$ cat src/rtl/axi_pkg.sv
// Shared AXI definitions: response codes, FSM state encodings and the
// address-decode helper used by both the write and read paths.
package axi_pkg;

  localparam int unsigned DATA_W = 32;
  localparam int unsigned ADDR_W = 32;
  localparam int unsigned ID_W   = 4;

  typedef enum logic [1:0] {
    OKAY   = 2'b00,
    EXOKAY = 2'b01,
    SLVERR = 2'b10,
    DECERR = 2'b11
  } resp_t;

  typedef enum logic [1:0] {
    W_IDLE,
    W_DATA,
    W_RESP
  } wstate_t;

  typedef enum logic {
    R_IDLE,
    R_DATA
  } rstate_t;

  // True when addr is word aligned and falls inside the mapped window.
  // Subtraction wraps modulo 2^32, so addresses below base decode as misses.
  function automatic logic word_hit(input logic [ADDR_W-1:0] addr,
                                    input logic [ADDR_W-1:0] base,
                                    input int unsigned       words);
    logic [ADDR_W-1:0] off;
    off = addr - base;
    return (addr[1:0] == 2'b00) && (off < (words * 4));
  endfunction

endpackage

$ cat src/rtl/axi_slave_mem_if.sv
// AXI channel bundle between a master and the slave memory.
interface axi_slave_mem_if;

  logic        AWVALID;
  logic        AWREADY;
  logic [31:0] AWADDR;
  logic [3:0]  AWID;

  logic        WVALID;
  logic        WREADY;
  logic [31:0] WDATA;
  logic        WLAST;

  logic        BVALID;
  logic        BREADY;
  logic [1:0]  BRESP;
  logic [3:0]  BID;

  logic        ARVALID;
  logic        ARREADY;
  logic [31:0] ARADDR;
  logic [3:0]  ARID;

  logic        RVALID;
  logic        RREADY;
  logic [31:0] RDATA;
  logic        RLAST;
  logic [3:0]  RID;

  modport slave (
    input  AWVALID, AWADDR, AWID, WVALID, WDATA, WLAST, BREADY,
           ARVALID, ARADDR, ARID, RREADY,
    output AWREADY, WREADY, BVALID, BRESP, BID,
           ARREADY, RVALID, RDATA, RLAST, RID
  );

  modport master (
    output AWVALID, AWADDR, AWID, WVALID, WDATA, WLAST, BREADY,
           ARVALID, ARADDR, ARID, RREADY,
    input  AWREADY, WREADY, BVALID, BRESP, BID,
           ARREADY, RVALID, RDATA, RLAST, RID
  );

endinterface

$ cat src/rtl/axi_mem_array.sv
// Word storage: one synchronous write port, one combinational read port,
// asynchronously cleared on reset.
module axi_mem_array #(
  parameter int unsigned WORDS = 16,
  parameter int unsigned IDX_W = 4
) (
  input  logic             clk,
  input  logic             rst_n,
  input  logic             we,
  input  logic [IDX_W-1:0] wr_idx,
  input  logic [31:0]      wr_data,
  input  logic [IDX_W-1:0] rd_idx,
  output logic [31:0]      rd_data
);

  logic [31:0] mem [WORDS];

  // Clear every word on reset, otherwise commit a write on the clock edge.
  always_ff @(posedge clk or negedge rst_n) begin
    if (!rst_n) begin
      for (int unsigned i = 0; i < WORDS; i++) mem[i] <= '0;
    end else if (we) begin
      mem[wr_idx] <= wr_data;
    end
  end

  assign rd_data = mem[rd_idx];

endmodule

$ cat src/rtl/axi_slave_mem.sv
// AXI slave backed by a small word memory; independent write and read FSMs.
module axi_slave_mem
  import axi_pkg::*;
#(
  parameter logic [31:0] BASE_ADDR = 32'h0000_0000,
  parameter int unsigned MEM_WORDS = 16,
  parameter int unsigned RD_LEN    = 4
) (
  input logic             ACLK,
  input logic             ARESETn,
  axi_slave_mem_if.slave  bus
);

  localparam int unsigned IDX_W = (MEM_WORDS > 1) ? $clog2(MEM_WORDS) : 1;

  wstate_t     w_state, w_next;
  rstate_t     r_state, r_next;
  logic        live;
  logic [31:0] w_addr, r_addr, w_off, r_off;
  logic [3:0]  w_id, r_id, r_beat;
  logic        w_slverr, w_decerr;
  logic        r_hold;
  logic [31:0] r_hold_data, rd_word, rdata_live;
  logic        aw_hs, w_hs, b_hs, ar_hs, r_hs;
  logic        w_hit, r_hit;
  resp_t       w_resp;

  assign w_off = w_addr - BASE_ADDR;
  assign r_off = r_addr - BASE_ADDR;
  assign w_hit = word_hit(w_addr, BASE_ADDR, MEM_WORDS);
  assign r_hit = word_hit(r_addr, BASE_ADDR, MEM_WORDS);

  assign aw_hs = bus.AWVALID && live && (w_state == W_IDLE);
  assign w_hs  = bus.WVALID && (w_state == W_DATA);
  assign b_hs  = bus.BREADY && (w_state == W_RESP);
  assign ar_hs = bus.ARVALID && live && (r_state == R_IDLE);
  assign r_hs  = bus.RREADY && (r_state == R_DATA);

  axi_mem_array #(
    .WORDS (MEM_WORDS),
    .IDX_W (IDX_W)
  ) u_mem (
    .clk     (ACLK),
    .rst_n   (ARESETn),
    .we      (w_hs && w_hit),
    .wr_idx  (IDX_W'(w_off >> 2)),
    .wr_data (bus.WDATA),
    .rd_idx  (IDX_W'(r_off >> 2)),
    .rd_data (rd_word)
  );

  // Holds the address-ready outputs low until the first edge after reset release.
  always_ff @(posedge ACLK or negedge ARESETn) begin
    if (!ARESETn) live <= 1'b0;
    else          live <= 1'b1;
  end

  // Write and read state registers.
  always_ff @(posedge ACLK or negedge ARESETn) begin
    if (!ARESETn) begin
      w_state <= W_IDLE;
      r_state <= R_IDLE;
    end else begin
      w_state <= w_next;
      r_state <= r_next;
    end
  end

  // Write FSM next state.
  always_comb begin
    w_next = w_state;
    unique case (w_state)
      W_IDLE:  if (aw_hs) w_next = W_DATA;
      W_DATA:  if (w_hs && bus.WLAST) w_next = W_RESP;
      W_RESP:  if (b_hs) w_next = W_IDLE;
      default: w_next = W_IDLE;
    endcase
  end

  // Read FSM next state.
  always_comb begin
    r_next = r_state;
    unique case (r_state)
      R_IDLE:  if (ar_hs) r_next = R_DATA;
      R_DATA:  if (r_hs && bus.RLAST) r_next = R_IDLE;
      default: r_next = R_IDLE;
    endcase
  end

  // Write burst context: captured address/id, per-beat address, error flags.
  always_ff @(posedge ACLK or negedge ARESETn) begin
    if (!ARESETn) begin
      w_addr   <= '0;
      w_id     <= '0;
      w_slverr <= 1'b0;
      w_decerr <= 1'b0;
    end else if (aw_hs) begin
      w_addr   <= bus.AWADDR;
      w_id     <= bus.AWID;
      w_slverr <= (bus.AWADDR[1:0] != 2'b00);
      w_decerr <= 1'b0;
    end else if (w_hs) begin
      w_addr <= w_addr + 32'd4;
      if (!w_hit) w_decerr <= 1'b1;
    end
  end

  // Read burst context. The first cycle of a beat shows memory directly; if
  // the beat stalls, that value is frozen so a concurrent write cannot
  // change data already on the bus.
  always_ff @(posedge ACLK or negedge ARESETn) begin
    if (!ARESETn) begin
      r_addr      <= '0;
      r_id        <= '0;
      r_beat      <= '0;
      r_hold      <= 1'b0;
      r_hold_data <= '0;
    end else if (ar_hs) begin
      r_addr <= bus.ARADDR;
      r_id   <= bus.ARID;
      r_beat <= '0;
      r_hold <= 1'b0;
    end else if (r_state == R_DATA) begin
      if (bus.RREADY) begin
        r_addr <= r_addr + 32'd4;
        r_beat <= r_beat + 4'd1;
        r_hold <= 1'b0;
      end else if (!r_hold) begin
        r_hold      <= 1'b1;
        r_hold_data <= rdata_live;
      end
    end
  end

  assign w_resp     = w_slverr ? SLVERR : (w_decerr ? DECERR : OKAY);
  assign rdata_live = r_hit ? rd_word : '0;

  assign bus.AWREADY = live && (w_state == W_IDLE);
  assign bus.WREADY  = (w_state == W_DATA);
  assign bus.BVALID  = (w_state == W_RESP);
  assign bus.BRESP   = (w_state == W_RESP) ? w_resp : OKAY;
  assign bus.BID     = (w_state == W_RESP) ? w_id : '0;

  assign bus.ARREADY = live && (r_state == R_IDLE);
  assign bus.RVALID  = (r_state == R_DATA);
  assign bus.RDATA   = (r_state != R_DATA) ? '0 : (r_hold ? r_hold_data : rdata_live);
  assign bus.RLAST   = (r_state == R_DATA) && (r_beat == 4'(RD_LEN - 1));
  assign bus.RID     = (r_state == R_DATA) ? r_id : '0;

endmodule

$ cat src/flat_wrapper.sv
// flat-port wrapper written by rule: the top's interface ports become plain ports
module axi_slave_mem_flat import axi_pkg::*;
#(
  parameter logic [31:0] BASE_ADDR = 32'h0000_0000,
  parameter int unsigned MEM_WORDS = 16,
  parameter int unsigned RD_LEN    = 4
)
  (ACLK, ARESETn, bus_AWVALID, bus_AWADDR, bus_AWID, bus_WVALID, bus_WDATA, bus_WLAST, bus_BREADY, bus_ARVALID, bus_ARADDR, bus_ARID, bus_RREADY, bus_AWREADY, bus_WREADY, bus_BVALID, bus_BRESP, bus_BID, bus_ARREADY, bus_RVALID, bus_RDATA, bus_RLAST, bus_RID);
  axi_slave_mem_if bus_i ();
  input logic ACLK;
  input logic ARESETn;
  input wire logic [$bits(bus_i.AWVALID)-1:0] bus_AWVALID;
  input wire logic [$bits(bus_i.AWADDR)-1:0] bus_AWADDR;
  input wire logic [$bits(bus_i.AWID)-1:0] bus_AWID;
  input wire logic [$bits(bus_i.WVALID)-1:0] bus_WVALID;
  input wire logic [$bits(bus_i.WDATA)-1:0] bus_WDATA;
  input wire logic [$bits(bus_i.WLAST)-1:0] bus_WLAST;
  input wire logic [$bits(bus_i.BREADY)-1:0] bus_BREADY;
  input wire logic [$bits(bus_i.ARVALID)-1:0] bus_ARVALID;
  input wire logic [$bits(bus_i.ARADDR)-1:0] bus_ARADDR;
  input wire logic [$bits(bus_i.ARID)-1:0] bus_ARID;
  input wire logic [$bits(bus_i.RREADY)-1:0] bus_RREADY;
  output wire logic [$bits(bus_i.AWREADY)-1:0] bus_AWREADY;
  output wire logic [$bits(bus_i.WREADY)-1:0] bus_WREADY;
  output wire logic [$bits(bus_i.BVALID)-1:0] bus_BVALID;
  output wire logic [$bits(bus_i.BRESP)-1:0] bus_BRESP;
  output wire logic [$bits(bus_i.BID)-1:0] bus_BID;
  output wire logic [$bits(bus_i.ARREADY)-1:0] bus_ARREADY;
  output wire logic [$bits(bus_i.RVALID)-1:0] bus_RVALID;
  output wire logic [$bits(bus_i.RDATA)-1:0] bus_RDATA;
  output wire logic [$bits(bus_i.RLAST)-1:0] bus_RLAST;
  output wire logic [$bits(bus_i.RID)-1:0] bus_RID;
  assign bus_i.AWVALID = bus_AWVALID;
  assign bus_i.AWADDR = bus_AWADDR;
  assign bus_i.AWID = bus_AWID;
  assign bus_i.WVALID = bus_WVALID;
  assign bus_i.WDATA = bus_WDATA;
  assign bus_i.WLAST = bus_WLAST;
  assign bus_i.BREADY = bus_BREADY;
  assign bus_i.ARVALID = bus_ARVALID;
  assign bus_i.ARADDR = bus_ARADDR;
  assign bus_i.ARID = bus_ARID;
  assign bus_i.RREADY = bus_RREADY;
  assign bus_AWREADY = bus_i.AWREADY;
  assign bus_WREADY = bus_i.WREADY;
  assign bus_BVALID = bus_i.BVALID;
  assign bus_BRESP = bus_i.BRESP;
  assign bus_BID = bus_i.BID;
  assign bus_ARREADY = bus_i.ARREADY;
  assign bus_RVALID = bus_i.RVALID;
  assign bus_RDATA = bus_i.RDATA;
  assign bus_RLAST = bus_i.RLAST;
  assign bus_RID = bus_i.RID;
  axi_slave_mem #(.BASE_ADDR(BASE_ADDR), .MEM_WORDS(MEM_WORDS), .RD_LEN(RD_LEN)) u_core (.ACLK(ACLK), .ARESETn(ARESETn), .bus(bus_i));
endmodule
$ cat config.mk
export PLATFORM = sky130hd
export DESIGN_NAME = axi_slave_mem_flat
export DESIGN_NICKNAME = d
export VERILOG_FILES = /design/src/rtl/axi_pkg.sv /design/src/rtl/axi_slave_mem_if.sv /design/src/rtl/axi_mem_array.sv /design/src/rtl/axi_slave_mem.sv /design/src/flat_wrapper.sv
export SDC_FILE = /design/constraint.sdc
export NUM_CORES = 1
export LEC_CHECK = 0
export BUFFER_PORTS_ARGS = -buffer_cell sky130_fd_sc_hd__clkbuf_2
export CAP_MARGIN = 0
export CORE_MARGIN = 2
export CORE_UTILIZATION = 25
export CTS_CLUSTER_DIAMETER = 120
export DETAILED_ROUTE_END_ITERATION = 10
export GPL_ROUTABILITY_DRIVEN = 0
export PLACE_DENSITY = 0.51
export SLEW_MARGIN = 30
export SYNTH_ARGS = -nofsm -noshare
export SYNTH_HDL_FRONTEND = slang
export SYNTH_SLANG_ARGS = --single-unit
$ cat constraint.sdc
create_clock -name ACLK -period 3.2 [get_ports ACLK]
set_input_delay 0.16 -clock ACLK [delete_from_list [all_inputs] [get_ports ACLK]]
set_output_delay 0.16 -clock ACLK [all_outputs]
set_load 0.1 [all_outputs]
==> results by group, run 1 <==
Run status
  – Status: completed

Synth
  – Synth Flop Type: dfrtp_1
  – Number of flops mapped to enable cells by yosys: 0
  – Syn avg cell area: 13.8 um2
  – Largest cells by area after synthesis: dfrtp_1 51%, mux2_4 15%, mux2_2 7.5%, mux4_2 4.8%, mux2i_1 4.1%
  – Netlist cell types: ~60
  – Share of flip-flops with an asynchronous set or reset: 100%
  – Yosys top cell area share: between 50% and 60%
  – Part of the Yosys area used for sequential elements: between 50 and 60%
  – Count leader, synth: dfrtp_1
  – Synth Warn #: 0
  – Yosys reg bits: between 600 and 700
  – Largest area contributor in the synthesized netlist: dfrtp_1
  – Mapped Area: 30700 um2
  – Cells after Synth: around 2200
  – Most frequent cells after synthesis: 627 x dfrtp_1, 300 x mux2_4, 205 x mux2_2, 183 x nand2_1, 125 x mux2i_1
  – Synthesized net count: around 2300

Power
  – Pwr Density: 638 nW/um2
  – Maximum vdd drop: slightly below 0.4 mV
  – Leakage: about 18 nW

Worst setup path
  – Critical Path RT: approximately 3.0 ns
  – Crit start category: flip-flop
  – Crit path capture type: primary output
  – Max FO, Critical Path: 12
  – Crit path DAT: 2.94 ns
  – CP Class: flip-flop to primary output

Global routing
  – Total grt overflow: 0
  – Vias in the first global route: slightly above 20000
  – First-pass GRT wire length: 132000 um
  – Global Route Usage Sum: 13.6%
  – Largest net degree at the start of global routing: 108
  – Initial antenna violation count: 14

Layout
  – Final core utilization: 31.4%
  – Post-layout nets: 2580
  – Share of cells above drive strength 1: a little over two fifths
  – Final cell count without fillers: 4145
  – Area grow syn2layout: 24.6%
  – Design area: 38300 um2

Run
  – Total of max-cap violations: 0

STA
  – F_max: about 320 MHz
  – # setup viols final: 0
  – Worst rel slew slack: ~48%
  – Crit share post-route: 96.8%
  – Hold Fails Final Rpt: 0
  – RSZ-0062 raised after global routing: yes
  – Smallest hold slack: ~0.048 ns
  – Worst slew pin tran: about 0.78 ns
  – Slew Limit Fails: 0
  – Final setup margin: around 0.1 ns
  – Worst Skew: around 0.027 ns
  – Final worst path period need: just over 3 ns

Clock tree
  – Clock Path Buffers: 3
  – CTS tree: built
  – Clk_lat worst skew: around 0.64 ns
  – CTS root buffer: clkbuf_16
  – Number of clock sinks: 627
  – Num CTS Buffers: 74
  – Reg clk slew, reported paths: about 0.060 ns
  – H-tree depth: 3

Place
  – Placed cell count: 3903
  – Dpl hpwl: just over 50000 um
  – Placement Setup Slack: between 0.15 and 0.2 ns
  – DP Area: approximately 34000 um2
  – Port buffer count: approximately 160

Floorplanning
  – Die Wd: 355 um
  – Core Area: between 100000 and 150000 um2
  – Row count: about 130
  – I/O pins: 160
  – Chip height: roughly 350 um
  – Initial Util: roughly 25%
  – Die ar.: between 100000 and 150000 um2

Drt
  – First drt pass iteration count: 5
  – WL final: 85400 um
  – Vias: between 15000 and 20000
  – Drc violations: 0
  – Via density: around 4.6
  – DRT iter0 DRCs: ~1100
  – WL per Instance: approximately 21 um
  – ANT nets after route: 0

Worst hold path
  – Hold crit path type: input pin to flip-flop
-- through the flow --
step,power [mW],setup TNS [ns]
2_1_floorplan,12.9,0
3_3_place_gp,15.0,0
3_5_place_dp,15.1,0
4_1_cts,24.6,-0.0510
5_1_grt,25.6,-0.0939
6_report,24.4,0
-- kinds of logic after synthesis --
kind of cell / after synthesis / share of synthesized area (%)
xor gates and xnor gates: 38 / 1.08
buffers and inverters: 196 / 3.51
muxes: 704 / 31.4
AOI/OAI and AO/OA: 246 / 5.66
and+or+nand+nor: 406 / 7.05
DFF: 627 / 51.1
adders and majority gates: 6 / 0.244
other: 1 / 0.0122
-- worst paths after layout --
| path | slack [ns] | from | cells after the start | to |
|---|---|---|---|---|
| hold / removal | 0.05 | bus_WDATA[2] | 2 | u_core.u_mem.mem[226]$_DFFE_PN0P_ |
| setup reg to reg | 0.34 | u_core.w_addr[18]$_DFFE_PN0P_ | 8 | u_core.u_mem.mem[101]$_DFFE_PN0P_ |
| setup / recovery | 0.10 | u_core.r_addr[3]$_DFFE_PN0P_ | 8 | bus_RDATA[15] |
| min in group asynchronous | 0.11 | ARESETn | 2 | u_core.r_beat[0]$_DFFE_PN0P_ |
| max in group asynchronous | 2.04 | ARESETn | 3 | u_core.r_hold_data[22]$_DFFE_PN0P_ |
| hold reg to reg | 0.46 | u_core.r_id[0]$_DFFE_PN0P_ | 2 | u_core.r_id[0]$_DFFE_PN0P_ |
-- layout make-up --
type | instances | area [um2]
repair buffers | 344 | 3480
clock buffers | 106 | 2160
clock inverters | 27 | 342
fillers | 12000 | 83600
flip-flops and latches | 627 | 15700
inverters | 12 | 45.0
multi-input cells | 1403 | 14500
diodes | 1 | 2.50
well taps | 1625 | 2030
-- state kept, by name, summed over array words and instances, names as in the netlist --
name and count:
u_core.live 1, u_core.r_addr 32, u_core.r_id 4, u_core.bus.RVALID 1, u_core.w_decerr 1, u_core.r_hold 1, u_core.r_hold_data 32, u_core.u_mem.mem 512
u_core.r_beat 4, u_core.w_addr 32, u_core.w_slverr 1, u_core.w_id 4, u_core.w_state 2
-- repair_timing --
| action | in CTS | in global routing |
|---|---|---|
| hold buffers | 83 | 0 |
| endpoints found under the hold margin | 245 | 0 |
| setup buffers | 12 | 7 |
| gates resized for setup | 39 | 28 |
| pin swaps | 12 | 10 |
| cloned | 5 | 1 |
| endpoints found under the setup margin | 32 | 102 |
-- routing by layer --
metal / track usage, % / share of wire, % / vias to the layer above
met4: 4.06 / 2.5 / 20
met2: 21.2 / 46 / 345
met5: 0 / 0.15 / -
met3: 2.50 / 4.1 / 142
li1: - / - / 8630
met1: 19.0 / 47 / 9927
-- cell usage in the layout, fill, tap and decap left out, drive strengths merged, types with 4 or more instances in the layout --
cell,synthesis,routed
dlygate4sd3,0,83
nand2,183,183
o21ai,79,79
a21boi,32,32
dfrtp,627,627
nor3,19,19
mux2i,125,125
nor4,23,23
and3,11,12
and2,13,13
inv,12,16
nor2b,5,5
or4,6,6
buf,84,131
bufinv,0,4
ha,6,6
o2111ai,31,31
mux4,66,66
mux2,513,513
clkinv,0,18
nand4,20,20
o31ai,6,6
xnor2,16,16
a221oi,31,31
or3,38,38
nand3,45,45
a31oi,9,9
o211ai,7,7
nor2,28,28
a22o,32,32
xor2,22,22
a21oi,10,10
clkbuf,100,233
-- where the power goes --
part	leakage [nW]	total, mW	switching, mW	internal (mW)
sequential	8.61	9.09	0.660	8.43
clock	1.24	8.66	3.57	5.08
combinational	8.33	6.70	4.00	2.71
-- worst max-delay path: stages (launching register included) --
cell	delay [ns]
dfrtp_4	0.56
buf_12	0.19
buf_4	0.16
mux2i_1	0.12
a22o_1	0.24
a221oi_1	0.33
o2111ai_1	0.25
a21boi_2	0.23
buf_12	0.20
(Power assumes the default switching activity.)
==> run 2, diff against run 1 <==
- clock period: 3.2 -> 3.7 ns (I/O delays scaled with it)
==> run 2 against run 1 <==
Against the previous run: clock skew grew 0.0039 ns; sequential share of layout area rose by 1.7 points; via count shrank 0.54%; clock power shrank 15%; worst setup slack better by 0.077 ns; first-iteration DRC count fell by 12%; largest power group unchanged.
==> results by group, run 2 (same netlist as run 1, synthesis figures left out) <==
Run status
  – Status: completed

Clock tree
  – Reg clk slew, reported paths: roughly 0.06 ns
  – Num CTS Buffers: 74
  – Number of clock sinks: 627
  – CTS tree: built
  – CTS root buffer: clkbuf_16
  – Clk_lat worst skew: around 0.63 ns
  – Clock Path Buffers: 3
  – H-tree depth: 3

Worst setup path
  – Crit path DAT: roughly 3.3 ns
  – CP max stage delay: roughly 0.62 ns
  – Max FO, Critical Path: 31
  – Crit. Startpoint: u_core.r_addr[4]$_DFFE_PN0P_
  – CP Class: flip-flop to primary output
  – Crit path capture type: primary output
  – Critical Path RT: around 3.5 ns
  – R2r startpoint: u_core.w_addr[18]$_DFFE_PN0P_
  – Worst path cell trace: and3_2, a221oi_1, buf_4, o2111ai_1, a21boi_1, buf_12
  – Crit start category: flip-flop
  – Slowest-stage cell, CP: dfrtp_4

STA
  – Crit share post-route: a little over nine tenths
  – Slew Limit Fails: 0
  – Worst rel slew slack: approximately 36%
  – Worst Skew: 0.0308 ns
  – Hold Fails Final Rpt: 0
  – F_max: between 200 and 300 MHz
  – RSZ-0062 raised after global routing: no
  – Setup TNS: 0 ns
  – Worst slew pin tran: ~0.96 ns
  – # setup viols final: 0
  – Final worst path period need: roughly 3.5 ns

Drt
  – Drc violations: 0
  – WL final: roughly 85000 um
  – First drt pass iteration count: 5
  – DRT iter0 DRCs: ~980
  – Vias: ~19000
  – WL per Instance: between 20 and 25 um
  – Via density: about 4.6
  – ANT nets after route: 0

Worst hold path
  – Hold_sp: bus_WDATA[17]
  – Hold crit path type: input pin to flip-flop

Layout
  – Area grow syn2layout: 19.6%
  – Post-layout nets: about 2500
  – Commonest non-fill, non-tap cell in the layout: dfrtp_1
  – Filler Cells Inserted: about 12000
  – Share of cells above drive strength 1: between 30% and 40%
  – Leading cell types in the layout, fill and taps excluded: 621 x dfrtp_1, 300 x mux2_4, 205 x mux2_2
  – Final cell count without fillers: between 4000 and 5000
  – Largest Register: u_core.u_mem.mem
  – Max FFs per register: 512
  – Footprint of the multi-input gates: between 10000 and 15000 um2
  – Area occupied by registers: between 15000 and 20000 um2

Floorplanning
  – Row count: 128
  – I/O pins: between 150 and 200
  – Core Area: 122000 um2
  – Die Wd: approximately 350 um
  – Initial Util: 25.2%
  – Chip height: roughly 350 um
  – Die ar.: 126000 um2

Power
  – Leakage: 17.6 nW
  – Maximum vdd drop: about 0.50 mV
  – Pwr Density: around 540 nW/um2
  – Overall Power: 20.0 mW

Global routing
  – Total grt overflow: 0
  – First-pass GRT wire length: 130000 um
  – Global Route Usage Sum: between 10 and 15%
  – Initial antenna violation count: 10
  – Largest net degree at the start of global routing: 90
  – Vias in the first global route: between 15000 and 20000

Place
  – Dpl hpwl: a little over 50000 um
  – Placed cell count: a little under 4000
  – Port buffer count: between 150 and 200

Run
  – Total of max-cap violations: 0
## run 2: changes by cell type in the layout (fill, tap and decap cells not counted), moves of 21 or more
cell / change
buf_12: -41
a21boi_1: +31
a21boi_2: -29
o2111ai_1: +23
a221oi_1: +21
o2111ai_2: -21
## run 2: path summary, 6_finish.rpt
| kind | endpoint | slack, ns | cells after the start |
|---|---|---|---|
| min | u_core.u_mem.mem[369]$_DFFE_PN0P_ | 0.07 | 2 |
| max reg2reg | u_core.u_mem.mem[488]$_DFFE_PN0P_ | 0.85 | 7 |
| min reg2reg | u_core.w_id[0]$_DFFE_PN0P_ | 0.47 | 2 |
| min in group asynchronous | u_core.r_hold_data[24]$_DFFE_PN0P_ | 0.16 | 2 |
| max in group asynchronous | u_core.u_mem.mem[105]$_DFFE_PN0P_ | 2.41 | 4 |
| max | bus_RDATA[0] | 0.18 | 6 |
## run 2: cell type report
cell class | count | area share (%)
Multi-Input combinational cell | 1401 | 38.2
Antenna cell | 2 | 0.0136
Clock buffer | 108 | 5.85
Inverter | 12 | 0.123
Timing Repair Buffer | 305 | 6.66
Sequential cell | 627 | 42.8
Clock inverter | 25 | 0.851
Tap cell | 1625 | 5.53
## run 2: per-stage QoR
stage,cell area [um2],hold WS [ns],worst slack (ns),util (%)
6_report,36700,0.0699,0.178,30.1
5_1_grt,36700,0.0779,0.0161,30.1
4_1_cts,36700,0.0362,0.0620,30.1
3_5_place_dp,33500,0.281,0.585,27.5
3_3_place_gp,33500,0.279,0.619,27.5
2_1_floorplan,30700,-0.111,0.0479,-
## run 2: worst max-delay path: cells and delay by family (launching register included)
kind            cells  cell delay [ns]
compound gates      3             1.09
buf+inv             2             0.39
flops               1             0.62
simple gates        1             0.60
## run 2: timing repair
item | CTS | global route
pin swaps | 1 | 0
setup buffers | 1 | 0
gates resized for setup | 3 | 3
endpoints found under the hold margin | 157 | 0
endpoints found under the setup margin | 7 | 2
hold buffers | 79 | 0
## run 2: metal layers
metal | GRT usage, % | vias up | share of wire (%)
met4 | 3.47 | 12 | 1.9
met5 | 0 | - | 0.081
met1 | 18.4 | 9943 | 47
li1 | - | 8543 | -
met2 | 21.7 | 350 | 47
met3 | 2.39 | 113 | 4.0
## run 2: power breakdown
| group | total (mW) | internal [mW] | leakage, nW | switching [mW] |
|---|---|---|---|---|
| sequential | 7.85 | 7.29 | 8.61 | 0.566 |
| clock | 7.34 | 4.24 | 1.21 | 3.10 |
| combinational | 4.82 | 1.75 | 7.83 | 3.07 |
| total | 20.0 | 13.3 | 17.6 | 6.74 |
==> run 3, diff against run 2 <==
- CORE_UTILIZATION: 25 -> 60
- PLACE_DENSITY: 0.51 -> 0.9
- SKIP_LAST_GASP: default -> 1
==> run 3 against run 2 <==
Against the previous run: first-iteration DRC count increased by 150%; sequential power up 2%; largest cell class unchanged; the run now ends with setup timing left; critical endpoint is now bus_RDATA[31]; maximum frequency shrank 4.9%; critical path type unchanged; clock power shrank 6.1%.
==> results by group, run 3 (same netlist as run 1, synthesis figures left out) <==
Clock tree
  – Num CTS Buffers: 66
  – Reg clk slew, reported paths: approximately 0.07 ns
  – Clock Path Buffers: 3
  – H-tree depth: 3
  – Number of clock sinks: roughly 630
  – CTS tree: built
  – Clk_lat worst skew: just over 0.6 ns
  – CTS root buffer: clkbuf_16

Layout
  – Commonest non-fill, non-tap cell in the layout: dfrtp_1
  – Design area: around 36000 um2
  – Post-layout nets: roughly 2500
  – Area occupied by registers: approximately 16000 um2
  – Footprint of the multi-input gates: 14000 um2
  – Largest Register: u_core.u_mem.mem
  – Share of cells above drive strength 1: 38.3%
  – Filler Cells Inserted: 2798
  – Area grow syn2layout: 16.3%
  – Leading cell types in the layout, fill and taps excluded: 624 x dfrtp_1, 300 x mux2_4, 205 x mux2_2
  – Final core utilization: approximately 70%
  – Max FFs per register: around 510

Global routing
  – Largest net degree at the start of global routing: 117
  – Vias in the first global route: 23400
  – First-pass GRT wire length: approximately 140000 um
  – Total grt overflow: 0
  – Global Route Usage Sum: 34.0%
  – Initial antenna violation count: 7

STA
  – Worst rel slew slack: about a third
  – Smallest hold slack: around 0.09 ns
  – # setup viols final: 1
  – Final worst path period need: between 3 and 4 ns
  – F_max: roughly 270 MHz
  – Slew Limit Fails: 0
  – Setup TNS: -0.00349 ns
  – Crit share post-route: 100%
  – Worst slew pin tran: between 0.9 and 1 ns
  – RSZ-0062 raised after global routing: no
  – Worst Skew: around 0.03 ns
  – Hold Fails Final Rpt: 0
  – Final setup margin: -0.00349 ns

Place
  – Port buffer count: between 150 and 200
  – DP Area: around 33000 um2
  – Placement Setup Slack: around 0.6 ns
  – Dpl hpwl: between 40000 and 50000 um

Power
  – Maximum vdd drop: roughly 0.42 mV
  – Net switching power: between 6 and 7 mW
  – Leakage: between 15 and 20 nW
  – Combinational fraction of design power: 25.7%
  – Clk pwr share: approximately 34%
  – Sequential share of power: roughly 40%
  – Sw Share: between 30% and 40%
  – Power Internal: between 10 and 15 mW
  – Pwr Density: around 560 nW/um2

Worst setup path
  – Crit. Startpoint: u_core.r_addr[5]$_DFFE_PN0P_
  – CP max stage delay: just under 0.6 ns
  – Reg2reg end: u_core.u_mem.mem[430]$_DFFE_PN0P_
  – Max FO, Critical Path: 17
  – Worst setup endpoint: bus_RDATA[31]
  – Crit start category: flip-flop
  – Crit path capture type: primary output
  – Slowest-stage cell, CP: and3_1
  – Worst path cell trace: and3_1, buf_4, a221oi_1, o2111ai_1, a21boi_1, buf_12
  – Critical Path RT: 3.51 ns
  – R2r startpoint: u_core.w_addr[27]$_DFFE_PN0P_
  – Reg2Reg Depth: 6
  – Reg2Reg Setup Slack: roughly 0.52 ns
  – CP Class: flip-flop to primary output
  – Crit path DAT: around 3.5 ns

Drt
  – WL final: about 89000 um
  – Via density: ~6.8
  – DRT iter0 DRCs: about 2400
  – Drc violations: 0
  – WL per Instance: 28.4 um
  – First drt pass iteration count: 6
  – Vias: roughly 21000
  – ANT nets after route: 0

Floorplanning
  – I/O pins: 160
  – Die ar.: roughly 53000 um2
  – Initial Util: approximately three fifths
  – Row count: slightly above 80
  – Die Wd: about 230 um
  – Chip height: 230 um
  – Core Area: approximately 50000 um2

Run status
  – Failing checks: setup timing
  – Status: finished, violations left

Run
  – Total of max-cap violations: 0

Worst hold path
  – Hold crit path type: input pin to flip-flop
==> run 3: cell types whose count changed in the layout (fill, tap and decap cells not counted), sizes merged <==
| cell | previous run | this run |
|---|---|---|
| clkbuf | 243 | 218 |
| buf | 91 | 102 |
| clkinv | 18 | 12 |
| dlygate4sd3 | 79 | 85 |
| bufinv | 2 | 5 |
| diode | 2 | 5 |
| inv | 16 | 15 |
==> run 3: worst max-delay path, delay by kind of cell, from the launching register on <==
family	cells	cell delay, ns
DFF	1	0.57
buffers and inverters	2	0.64
AOI/OAI and AO/OA	3	1.11
and+or+nand+nor	1	0.58
==> run 3: area by class of cell <==
| class | count | share of cell area [%] |
|---|---|---|
| Antenna cell | 5 | 0.0350 |
| Clock buffer | 92 | 5.49 |
| Inverter | 12 | 0.126 |
| Timing Repair Buffer | 313 | 8.15 |
| Multi-Input combinational cell | 1401 | 39.2 |
| Tap cell | 672 | 2.35 |
| Clock inverter | 21 | 0.689 |
| Sequential cell | 627 | 43.9 |
==> run 3: per-stage QoR <==
stage,instances,power [mW]
2_1_floorplan,2224,11.1
5_1_grt,3141,20.6
3_3_place_gp,2929,12.5
4_1_cts,3130,19.7
3_5_place_dp,2930,12.7
6_report,3143,20.0
==> run 3: what timing repair did <==
item,CTS,global route
endpoints found under the setup margin,9,7
resized for setup,0,3
hold endpoints to repair,160,0
hold buffers,85,0
setup buffers,2,8
==> run 3: per-layer routing <==
| layer | up-vias | GRT usage [%] | routed length, um |
|---|---|---|---|
| met1 | 11000 | 41.6 | 32600 |
| met4 | 2 | 20.5 | 5020 |
| li1 | 8521 | - | - |
| met3 | 423 | 7.53 | 7650 |
| met5 | - | 0 | 12 |
| met2 | 1420 | 55.4 | 44200 |
==> run 3: worst min-delay path by stage <==
stage	startpoint	endpoint	slack (ns)	depth (start not counted)
after floorplan	ARESETn	u_core.bus.RVALID$_DFF_PN0_	-0.11	0
after global placement	ARESETn	u_core.r_addr[25]$_DFFE_PN0P_	0.27	1
after detailed placement	ARESETn	u_core.r_addr[18]$_DFFE_PN0P_	0.28	1
after CTS	bus_WDATA[13]	u_core.u_mem.mem[77]$_DFFE_PN0P_	0.06	2
after global routing	bus_WDATA[13]	u_core.u_mem.mem[461]$_DFFE_PN0P_	0.10	2
final	bus_WDATA[18]	u_core.u_mem.mem[242]$_DFFE_PN0P_	0.09	2
==> run 3: power groups by stage <==
stage	registers [mW]	clock network, mW	logic [mW]
final	7.98	6.89	5.15
after global routing	8.01	7.20	5.39
after CTS	7.96	6.90	4.84
after detailed placement	8.12	0	4.54
after global placement	8.08	0	4.39
after floorplan	7.75	0	3.36
